### src/rtl/pattern_seq_sched.sv
// pattern_seq_sched
//   Shares one serial pattern generator between two requesters. A requester
//   presents pattern/length/repeat with reqN held high until ackN. The block
//   grants round-robin, latches the job and shifts the pattern out one bit per
//   clock for the requested number of repetitions (0 = run until abort).
//
// Build option:
//   PATTERN_SEQ_SCHED_LSB_FIRST_EN  defined   -> pat[0] first, pat[len] last
//                                   undefined -> pat[len] first (MSB-first)
//
// Ports:
//   clk, rst_n            clock (rising edge), async active-low reset
//   req0_i / req1_i       request, held high until ack
//   pat0_i / pat1_i       pattern bits
//   len0_i / len1_i       pattern length minus one
//   rpt0_i / rpt1_i       repetitions, 0 = continuous
//   abort_i               terminate the running job
//   ack0_o / ack1_o       one-cycle accept pulse
//   data_out_o, data_vld_o serial bit and its valid
//   busy_o                job in progress
//   owner_o               channel of current or last job
//   done_o                pulse with the last valid bit of a job
//   aborted_o             pulse after an abort takes effect
//
// States:
//   IDLE | waiting for a request; arbitrates and latches the job
//   RUN  | shifting the latched pattern out

module pattern_seq_sched #(
    parameter int PAT_W = 16,
    parameter int LEN_W = $clog2(PAT_W),
    parameter int RPT_W = 8
) (
    input  logic             clk,
    input  logic             rst_n,
    input  logic             req0_i,
    input  logic             req1_i,
    input  logic [PAT_W-1:0] pat0_i,
    input  logic [PAT_W-1:0] pat1_i,
    input  logic [LEN_W-1:0] len0_i,
    input  logic [LEN_W-1:0] len1_i,
    input  logic [RPT_W-1:0] rpt0_i,
    input  logic [RPT_W-1:0] rpt1_i,
    input  logic             abort_i,
    output logic             ack0_o,
    output logic             ack1_o,
    output logic             data_out_o,
    output logic             data_vld_o,
    output logic             busy_o,
    output logic             owner_o,
    output logic             done_o,
    output logic             aborted_o
);

    typedef enum logic {IDLE, RUN} state_t;

    state_t             state_q, state_d;
    logic               last_q, last_d;
    logic               owner_q, owner_d;
    logic [PAT_W-1:0]   pat_q, pat_d;
    logic [LEN_W-1:0]   len_q, len_d;
    logic [LEN_W-1:0]   idx_q, idx_d;
    logic [RPT_W-1:0]   cnt_q, cnt_d;
    logic               ack0_q, ack0_d;
    logic               ack1_q, ack1_d;
    logic               data_q, data_d;
    logic               vld_q, vld_d;
    logic               busy_q, busy_d;
    logic               done_q, done_d;
    logic               aborted_q, aborted_d;

    logic               grant_ch;
    logic [LEN_W-1:0]   grant_len;
    logic [LEN_W-1:0]   start_idx;   // index loaded at grant
    logic [LEN_W-1:0]   end_idx;     // index of the final bit of one repetition
    logic [LEN_W-1:0]   wrap_idx;    // index reloaded after end_idx
    logic [LEN_W-1:0]   step_idx;

    // With both requesting, the channel not served last wins; last_q resets
    // to 1 so channel 0 wins the first tie.
    assign grant_ch  = req1_i & (~req0_i | ~last_q);
    assign grant_len = grant_ch ? len1_i : len0_i;

`ifdef PATTERN_SEQ_SCHED_LSB_FIRST_EN
    assign start_idx = '0;
    assign end_idx   = len_q;
    assign wrap_idx  = '0;
    assign step_idx  = idx_q + LEN_W'(1);
`else
    assign start_idx = grant_len;
    assign end_idx   = '0;
    assign wrap_idx  = len_q;
    assign step_idx  = idx_q - LEN_W'(1);
`endif

    always_comb begin
        state_d   = state_q;
        last_d    = last_q;
        owner_d   = owner_q;
        pat_d     = pat_q;
        len_d     = len_q;
        idx_d     = idx_q;
        cnt_d     = cnt_q;
        ack0_d    = 1'b0;
        ack1_d    = 1'b0;
        data_d    = 1'b0;
        vld_d     = 1'b0;
        busy_d    = busy_q;
        done_d    = 1'b0;
        aborted_d = 1'b0;

        case (state_q)
            IDLE: begin
                busy_d = 1'b0;
                if (req0_i || req1_i) begin
                    pat_d   = grant_ch ? pat1_i : pat0_i;
                    len_d   = grant_len;
                    cnt_d   = grant_ch ? rpt1_i : rpt0_i;
                    idx_d   = start_idx;
                    ack0_d  = ~grant_ch;
                    ack1_d  = grant_ch;
                    owner_d = grant_ch;
                    last_d  = grant_ch;
                    busy_d  = 1'b1;
                    state_d = RUN;
                end
            end
            RUN: begin
                if (abort_i) begin
                    busy_d    = 1'b0;
                    aborted_d = 1'b1;
                    state_d   = IDLE;
                end else begin
                    data_d = pat_q[idx_q];
                    vld_d  = 1'b1;
                    if (idx_q == end_idx) begin
                        // cnt_q stays 0 for continuous jobs, so they never finish here
                        if (cnt_q == RPT_W'(1)) begin
                            done_d  = 1'b1;
                            busy_d  = 1'b0;
                            state_d = IDLE;
                        end else begin
                            idx_d = wrap_idx;
                            if (cnt_q != '0) cnt_d = cnt_q - RPT_W'(1);
                        end
                    end else begin
                        idx_d = step_idx;
                    end
                end
            end
            default: state_d = IDLE;
        endcase
    end

    always_ff @(posedge clk or negedge rst_n) begin
        if (!rst_n) begin
            state_q   <= IDLE;
            last_q    <= 1'b1;
            owner_q   <= 1'b0;
            pat_q     <= '0;
            len_q     <= '0;
            idx_q     <= '0;
            cnt_q     <= '0;
            ack0_q    <= 1'b0;
            ack1_q    <= 1'b0;
            data_q    <= 1'b0;
            vld_q     <= 1'b0;
            busy_q    <= 1'b0;
            done_q    <= 1'b0;
            aborted_q <= 1'b0;
        end else begin
            state_q   <= state_d;
            last_q    <= last_d;
            owner_q   <= owner_d;
            pat_q     <= pat_d;
            len_q     <= len_d;
            idx_q     <= idx_d;
            cnt_q     <= cnt_d;
            ack0_q    <= ack0_d;
            ack1_q    <= ack1_d;
            data_q    <= data_d;
            vld_q     <= vld_d;
            busy_q    <= busy_d;
            done_q    <= done_d;
            aborted_q <= aborted_d;
        end
    end

    assign ack0_o     = ack0_q;
    assign ack1_o     = ack1_q;
    assign data_out_o = data_q;
    assign data_vld_o = vld_q;
    assign busy_o     = busy_q;
    assign owner_o    = owner_q;
    assign done_o     = done_q;
    assign aborted_o  = aborted_q;

endmodule

### config.mk
export PLATFORM = sky130hd
export DESIGN_NAME = pattern_seq_sched
export DESIGN_NICKNAME = d
export VERILOG_FILES = /design/src/rtl/pattern_seq_sched.sv
export SDC_FILE = /design/constraint.sdc
export NUM_CORES = 1
export LEC_CHECK = 0
export BUFFER_PORTS_ARGS = -buffer_cell sky130_fd_sc_hd__buf_2
export CORE_MARGIN = 4
export CORE_UTILIZATION = 57
export CTS_BUF_LIST = sky130_fd_sc_hd__clkbuf_4 sky130_fd_sc_hd__clkbuf_8
export DETAILED_ROUTE_END_ITERATION = 8
export GPL_ROUTABILITY_DRIVEN = 0
export HOLD_SLACK_MARGIN = 0.05
export PLACE_DENSITY = 0.84
export SETUP_SLACK_MARGIN = 0.3
export SYNTH_ARGS = -nofsm -noshare
export SYNTH_HDL_FRONTEND = slang
export SYNTH_SLANG_ARGS = --single-unit
### constraint.sdc
create_clock -name clk -period 5.3 [get_ports clk]
set_clock_uncertainty 0.2 [all_clocks]
set_input_delay 1.06 -clock clk [delete_from_list [all_inputs] [get_ports clk]]
set_output_delay 1.06 -clock clk [all_outputs]
set_load 0.02 [all_outputs]
==> metrics, run 1 <==
Synth Warn #=0; Yosys reg bits=between 40 and 50; Least-Margin Pin Slew=0.953 ns; initial antenna violation count=0; Met3 Routed Length=around 430 microns; iteration-0 DRC count of the detailed router=252; DR top layer=met4; Tcrit/Tclk final=roughly half; clk buf depth=2; final cell count without fillers=between 300 and 400; per-cell routed wire length=between 15 and 20 microns; top-area cell type share of the netlist area=approximately 44%; Die H=slightly above 70 microns; Die ar.=between 0.005 and 0.006 sq mm; Yosys top cell by area=dfrtp_1; Layout area overhead=19.9%; placed cell areas=~0.0027 sq mm; met2 routed WL=between 2 and 3 mm; largest net degree at the start of global routing=43; Starting Density=roughly three fifths; Die W=just over 70 microns; clk slew on worst S/H paths=~0.080 ns; Final WS setup=~2.6 ns; RR Startpoint=idx_q[0]; hold-fix buffers at CTS=0; VDD IR max=between 0.2 and 0.25 mV; Synth cell types=just over 50; Post-DP HPWL=about 3.9 mm; Placement Rows=22; Internal Power=0.819 mW; crit path capture type=flop; critical path launch point=req1_i; crit path max fanout=15; IO Count=69; Fin Setup TNS=0 ns; CTS root buf=clkbuf_8; Comb power frac=between 40% and 50%; status=finished, final reports clean; Lkg Pwr=roughly 1.4 nW; RR Endpoint=idx_q[1]; worst reg-to-reg path cell count=6; required time worst endpoint=between 5 and 6 ns; via/cell ratio=about 6; Sw Ratio=between 30 and 40%; asr flop ratio synth=100%; first-pass GRT wire length=between 8 and 9 mm; Synth Instances=222; top cells by area, synth=dfrtp_1, mux2i_1, mux4_2; Post-synth EDFFs=0; sequential fraction of the synthesis area=45.2%; layout cells sized above 1=34.9%; final slew viol count=0; H-tree levels=2; commonest register cell after synthesis=dfrtp_1; antenna fix cells=0; Placement Setup Slack=between 2 and 2.5 ns; Setup Viol. Count Final=0; WS Path Type=input port to flop; vias after detailed routing=2028; cts repair resizes=0; WP data arrival=between 2 and 3 ns; input/output buffers=68; PD cells=roughly 480 mW/mm^2; Final min period=approximately 2.7 ns; flop-to-flop setup slack=2.64 ns; Worst Hold Slack=approximately 0.28 ns; total power=~1.3 mW; Psw=about 0.52 mW; Mapped Area=roughly 0.0023 sq mm; most frequent cell after synthesis=dfrtp_1; synth cell count leaders=dfrtp_1, inv_1, mux2i_1, nand2_1, o21ai_0; sequential cell fraction of total power=43.7%; Final #Nets=between 300 and 400; CTS Sinks=42; grt ovf=0; Mean Syn Cell Area=between 10 and 15 sq um; Post-Route WL=roughly 5.3 mm; vias in the first global route=roughly 2000; kind of launch point of the worst setup path=input port; TritonCTS Buffers=5; post-CTS setup buffer count=0; final core occ=73.5%; CTS tree=done; Placed Cells=between 300 and 400; Final Cell Area=approximately 0.0028 sq mm; worst skew pair latency=0.30 ns; hold crit path type=flop to flop; Setup crit end=pat_q[1]; Fin. Hold Viols=0; Max Fclk=between 0.3 and 0.4 GHz; GRT Overall Usage=21.7%; Net Count, Synth=287; Filler Cells Inserted=282; DR DRC count=0; Slew headroom=36.2%; Clk pwr share=approximately 16%; core region area=around 0.0038 sq mm; Max Cap Viol=0; First-pass DRT Iterations=5; ANT nets after route=0; RSZ-0062 raised after global routing=no; wire length on met1=2.17 mm
==> critical path: stages <==
cell and delay, ns:
buf_2 0.12, a21boi_2 0.50, buf_4 0.36, nor2_1 0.19
a222oi_1 0.33, inv_1 0.08
==> power by group through the flow <==
stage / logic (mW) / clock network [mW] / registers [mW]
after global placement: 0.525 / 0 / 0.583
after floorplan: 0.433 / 0 / 0.551
after global routing: 0.615 / 0.229 / 0.608
after CTS: 0.547 / 0.214 / 0.584
after detailed placement: 0.546 / 0 / 0.590
final: 0.546 / 0.207 / 0.586
==> how the worst min path moves through the flow <==
| stage | from | to | cells past startpoint |
|---|---|---|---|
| after floorplan | pat_q[10] | pat_q[10] | 2 |
| final | busy_o | busy_o | 1 |
| after global placement | pat_q[14] | pat_q[14] | 2 |
| after global routing | busy_o | busy_o | 1 |
| after CTS | busy_o | busy_o | 1 |
| after detailed placement | busy_o | busy_o | 1 |
==> cell type report <==
class | instances | area (sq um) | share of cell area, %
flip-flops and latches | 42 | 1050 | 37.7
inverters | 20 | 75.1 | 2.69
repair buffers | 70 | 355 | 12.7
clock buffers | 5 | 68.8 | 2.47
clock inverters | 3 | 21.3 | 0.762
multi-input cells | 149 | 1160 | 41.5
well taps | 48 | 60.1 | 2.15
==> kinds of logic after synthesis <==
logic type	count (synthesis)	synth area share [%]
AOI/OAI and AO/OA	57	19.2
adders and majority gates	4	2.15
buffers and inverters	31	5.21
DFF	42	45.2
muxes	27	14.5
and+or+nand+nor	61	13.7
==> per-layer routing <==
layer  global-route usage [%]  vias to the layer above
met1                     27.8                      965
met5                        0                        -
met3                     5.40                       12
li1                         -                      959
met2                     36.1                       92
met4                     7.52                        0
==> flip-flops by register name, indices dropped and copies added, names as in the netlist <==
name and cells:
data_out_o 1, len_q 4, cnt_q 8, state_q 1, busy_o 1, aborted_o 1
done_o 1, pat_q 16, ack1_o 1, last_q 1, idx_q 4, data_vld_o 1
ack0_o 1, owner_o 1
==> cell usage in the layout (no fill, tap or decap), types with 2 or more instances in the layout <==
cell	n
a21oi_1	4
a32oi_1	2
nor3_1	7
inv_1	20
o21ai_1	4
ha_1	4
nand2_1	18
nor4_1	2
mux2_2	4
o211ai_1	2
o2111ai_1	2
a222oi_1	8
nor2b_1	2
nand4_1	3
o21ai_0	14
and2_1	3
clkbuf_8	5
buf_4	2
or2_2	4
and3_1	2
a21o_1	3
dfrtp_1	41
nand2b_1	3
o32ai_1	2
buf_2	68
o21a_1	2
nor2_1	10
mux2i_1	18
mux4_2	5
Power figures use the tool's default switching activity.
==> run 2, diff against run 1 <==
--- a/config.mk
+++ b/config.mk
@@ -7,12 +7,12 @@
 export LEC_CHECK = 0
 export BUFFER_PORTS_ARGS = -buffer_cell sky130_fd_sc_hd__buf_2
 export CORE_MARGIN = 4
-export CORE_UTILIZATION = 57
+export CORE_UTILIZATION = 53
 export CTS_BUF_LIST = sky130_fd_sc_hd__clkbuf_4 sky130_fd_sc_hd__clkbuf_8
 export DETAILED_ROUTE_END_ITERATION = 8
 export GPL_ROUTABILITY_DRIVEN = 0
 export HOLD_SLACK_MARGIN = 0.05
-export PLACE_DENSITY = 0.84
+export PLACE_DENSITY = 0.79
 export SETUP_SLACK_MARGIN = 0.3
 export SYNTH_ARGS = -nofsm -noshare
 export SYNTH_HDL_FRONTEND = slang
==> constraint.sdc (replaced) <==
create_clock -name clk -period 2.5 [get_ports clk]
set_clock_uncertainty 0.2 [all_clocks]
set_input_delay 0.5 -clock clk [delete_from_list [all_inputs] [get_ports clk]]
set_output_delay 0.5 -clock clk [all_outputs]
set_load 0.02 [all_outputs]
==> metrics, run 2 (same netlist as run 1, synthesis figures left out) <==
crit path max fanout=7; worst skew pair latency=approximately 0.30 ns; Final #Nets=364; Die H=around 74 microns; WS Path Type=flop to flop; Comb power frac=42.3%; most common cell after layout, fill and taps aside=buf_2; DR DRC count=0; Slew headroom=around 63%; WP data arrival=2.11 ns; clk slew on worst S/H paths=around 0.080 ns; RSZ-0062 raised after global routing=yes; core region area=between 0.004 and 0.005 sq mm; cell family with most CP delay=simple AND/OR/NAND/NOR gates; Die W=74.3 microns; Least-Margin Pin Slew=0.552 ns; antenna fix cells=0; per-cell routed wire length=about 16 microns; VDD IR max=roughly 0.55 mV; vias after detailed routing=2073; clk buf depth=2; Internal Power=1.92 mW; CTS tree=done; Layout area overhead=27.0%; Placement Rows=23; Post-Route WL=approximately 5.6 mm; Sw Ratio=between 30% and 40%; Lkg Pwr=1.46 nW; input/output buffers=~70; Fin Setup TNS=0 ns; Setup Viol. Count Final=0; hold crit path type=input port to flop; layout cells sized above 1=39.3%; TritonCTS Buffers=5; H-tree levels=2; final slew viol count=0; Post-DP HPWL=between 4 and 5 mm; crit path capture type=flop; IO Count=between 60 and 70; CTS Sinks=between 40 and 50; flop-to-flop setup slack=between 0.3 and 0.4 ns; Crit-path slowest cell=or4_4; Critical Path, Cell by Cell=or4_4, o311ai_4, nand2_2, o221a_1; GRT Overall Usage=about 22%; initial antenna violation count=0; commonest non-fill, non-tap cells in the layout=buf_2, dfrtp_1, inv_1; via/cell ratio=around 6; Worst Hold Slack=slightly above 0.2 ns; total power=3.09 mW; leading registers by flop count=pat_q: 16 flops, cnt_q: 8 flops; PD cells=~1000 mW/mm^2; vias in the first global route=2031; kind of launch point of the worst setup path=flop; Biggest register=pat_q; Max Cap Viol=0; Final min period=~2.1 ns; iteration-0 DRC count of the detailed router=about 200; largest net degree at the start of global routing=28; crit-path max cell delay=~0.58 ns; grt ovf=0; CP bufs+invs=0; ANT nets after route=0; final core occ=a little under three quarters; final cell count without fillers=350; status=finished, final reports clean; Clk pwr share=~18%; Psw=1.16 mW; Filler Cells Inserted=roughly 300; Max Fclk=0.472 GHz; First-pass DRT Iterations=7; Starting Density=56.6%; first-pass GRT wire length=9.32 mm; required time worst endpoint=between 2 and 2.5 ns; Tcrit/Tclk final=between 80% and 90%; CTS root buf=clkbuf_8; Die ar.=0.00552 sq mm; Reg area=~0.0011 sq mm; area of the multi-input gates=between 0.001 and 0.0015 sq mm; Placed Cells=around 340; Fin. Hold Viols=0; number of flip-flops in the largest register=16; sequential cell fraction of total power=40.0%
run 2: stage by stage:
| stage | worst slack (ns) | instance area [sq um] |
|---|---|---|
| 2_1_floorplan | 0.334 | 2340 |
| 3_3_place_gp | 0.325 | 2780 |
| 3_5_place_dp | 0.221 | 2780 |
| 4_1_cts | 0.309 | 2920 |
| 5_1_grt | 0.246 | 2960 |
| 6_report | 0.382 | 2960 |
run 2: timing repair:
item / CTS / global route
endpoints found under the hold margin: 17 / 0
setup endpoints to repair: 5 / 11
hold buffers: 1 / 0
gates resized for setup: 0 / 8
buffers inserted: 2 / 0
pin swaps: 0 / 1
run 2: worst min-delay path: cells and delay by family:
family          cells  cell delay, ns
buf+inv             2            0.12
compound gates      1            0.05
run 2: per-layer routing:
layer | GRT usage (%) | wire, microns | vias up
met5 | 0 | 0 | -
met4 | 7.91 | 65 | 0
met3 | 6.49 | 481 | 8
met2 | 36.3 | 2770 | 81
met1 | 28.7 | 2260 | 1009
li1 | - | - | 975
run 2: final timing paths:
check	from	end	cells after the start
worst max-delay path	cnt_q[2]	cnt_q[4]	4
min in group asynchronous	rst_n	owner_o	2
max in group asynchronous	rst_n	pat_q[15]	3
worst min register to register	owner_o	owner_o	1
worst min-delay path	pat0_i[5]	pat_q[5]	3
worst max register to register	cnt_q[2]	cnt_q[4]	4
run 2: power groups by stage:
| stage | combinational (mW) | sequential [mW] | clock [mW] |
|---|---|---|---|
| floorplan | 0.931 | 1.17 | 0 |
| global placement | 1.20 | 1.22 | 0 |
| detailed placement | 1.24 | 1.23 | 0 |
| CTS | 1.26 | 1.22 | 0.553 |
| global route | 1.46 | 1.27 | 0.588 |
| finish | 1.31 | 1.24 | 0.545 |
run 2: final cells by class:
cell class	instances	share of cell area [%]
repair buffers	81	14.9
clock inverters	2	1.27
multi-input cells	149	40.9
clock buffers	6	2.58
inverters	20	2.54
flip-flops and latches	42	35.7
well taps	50	2.12
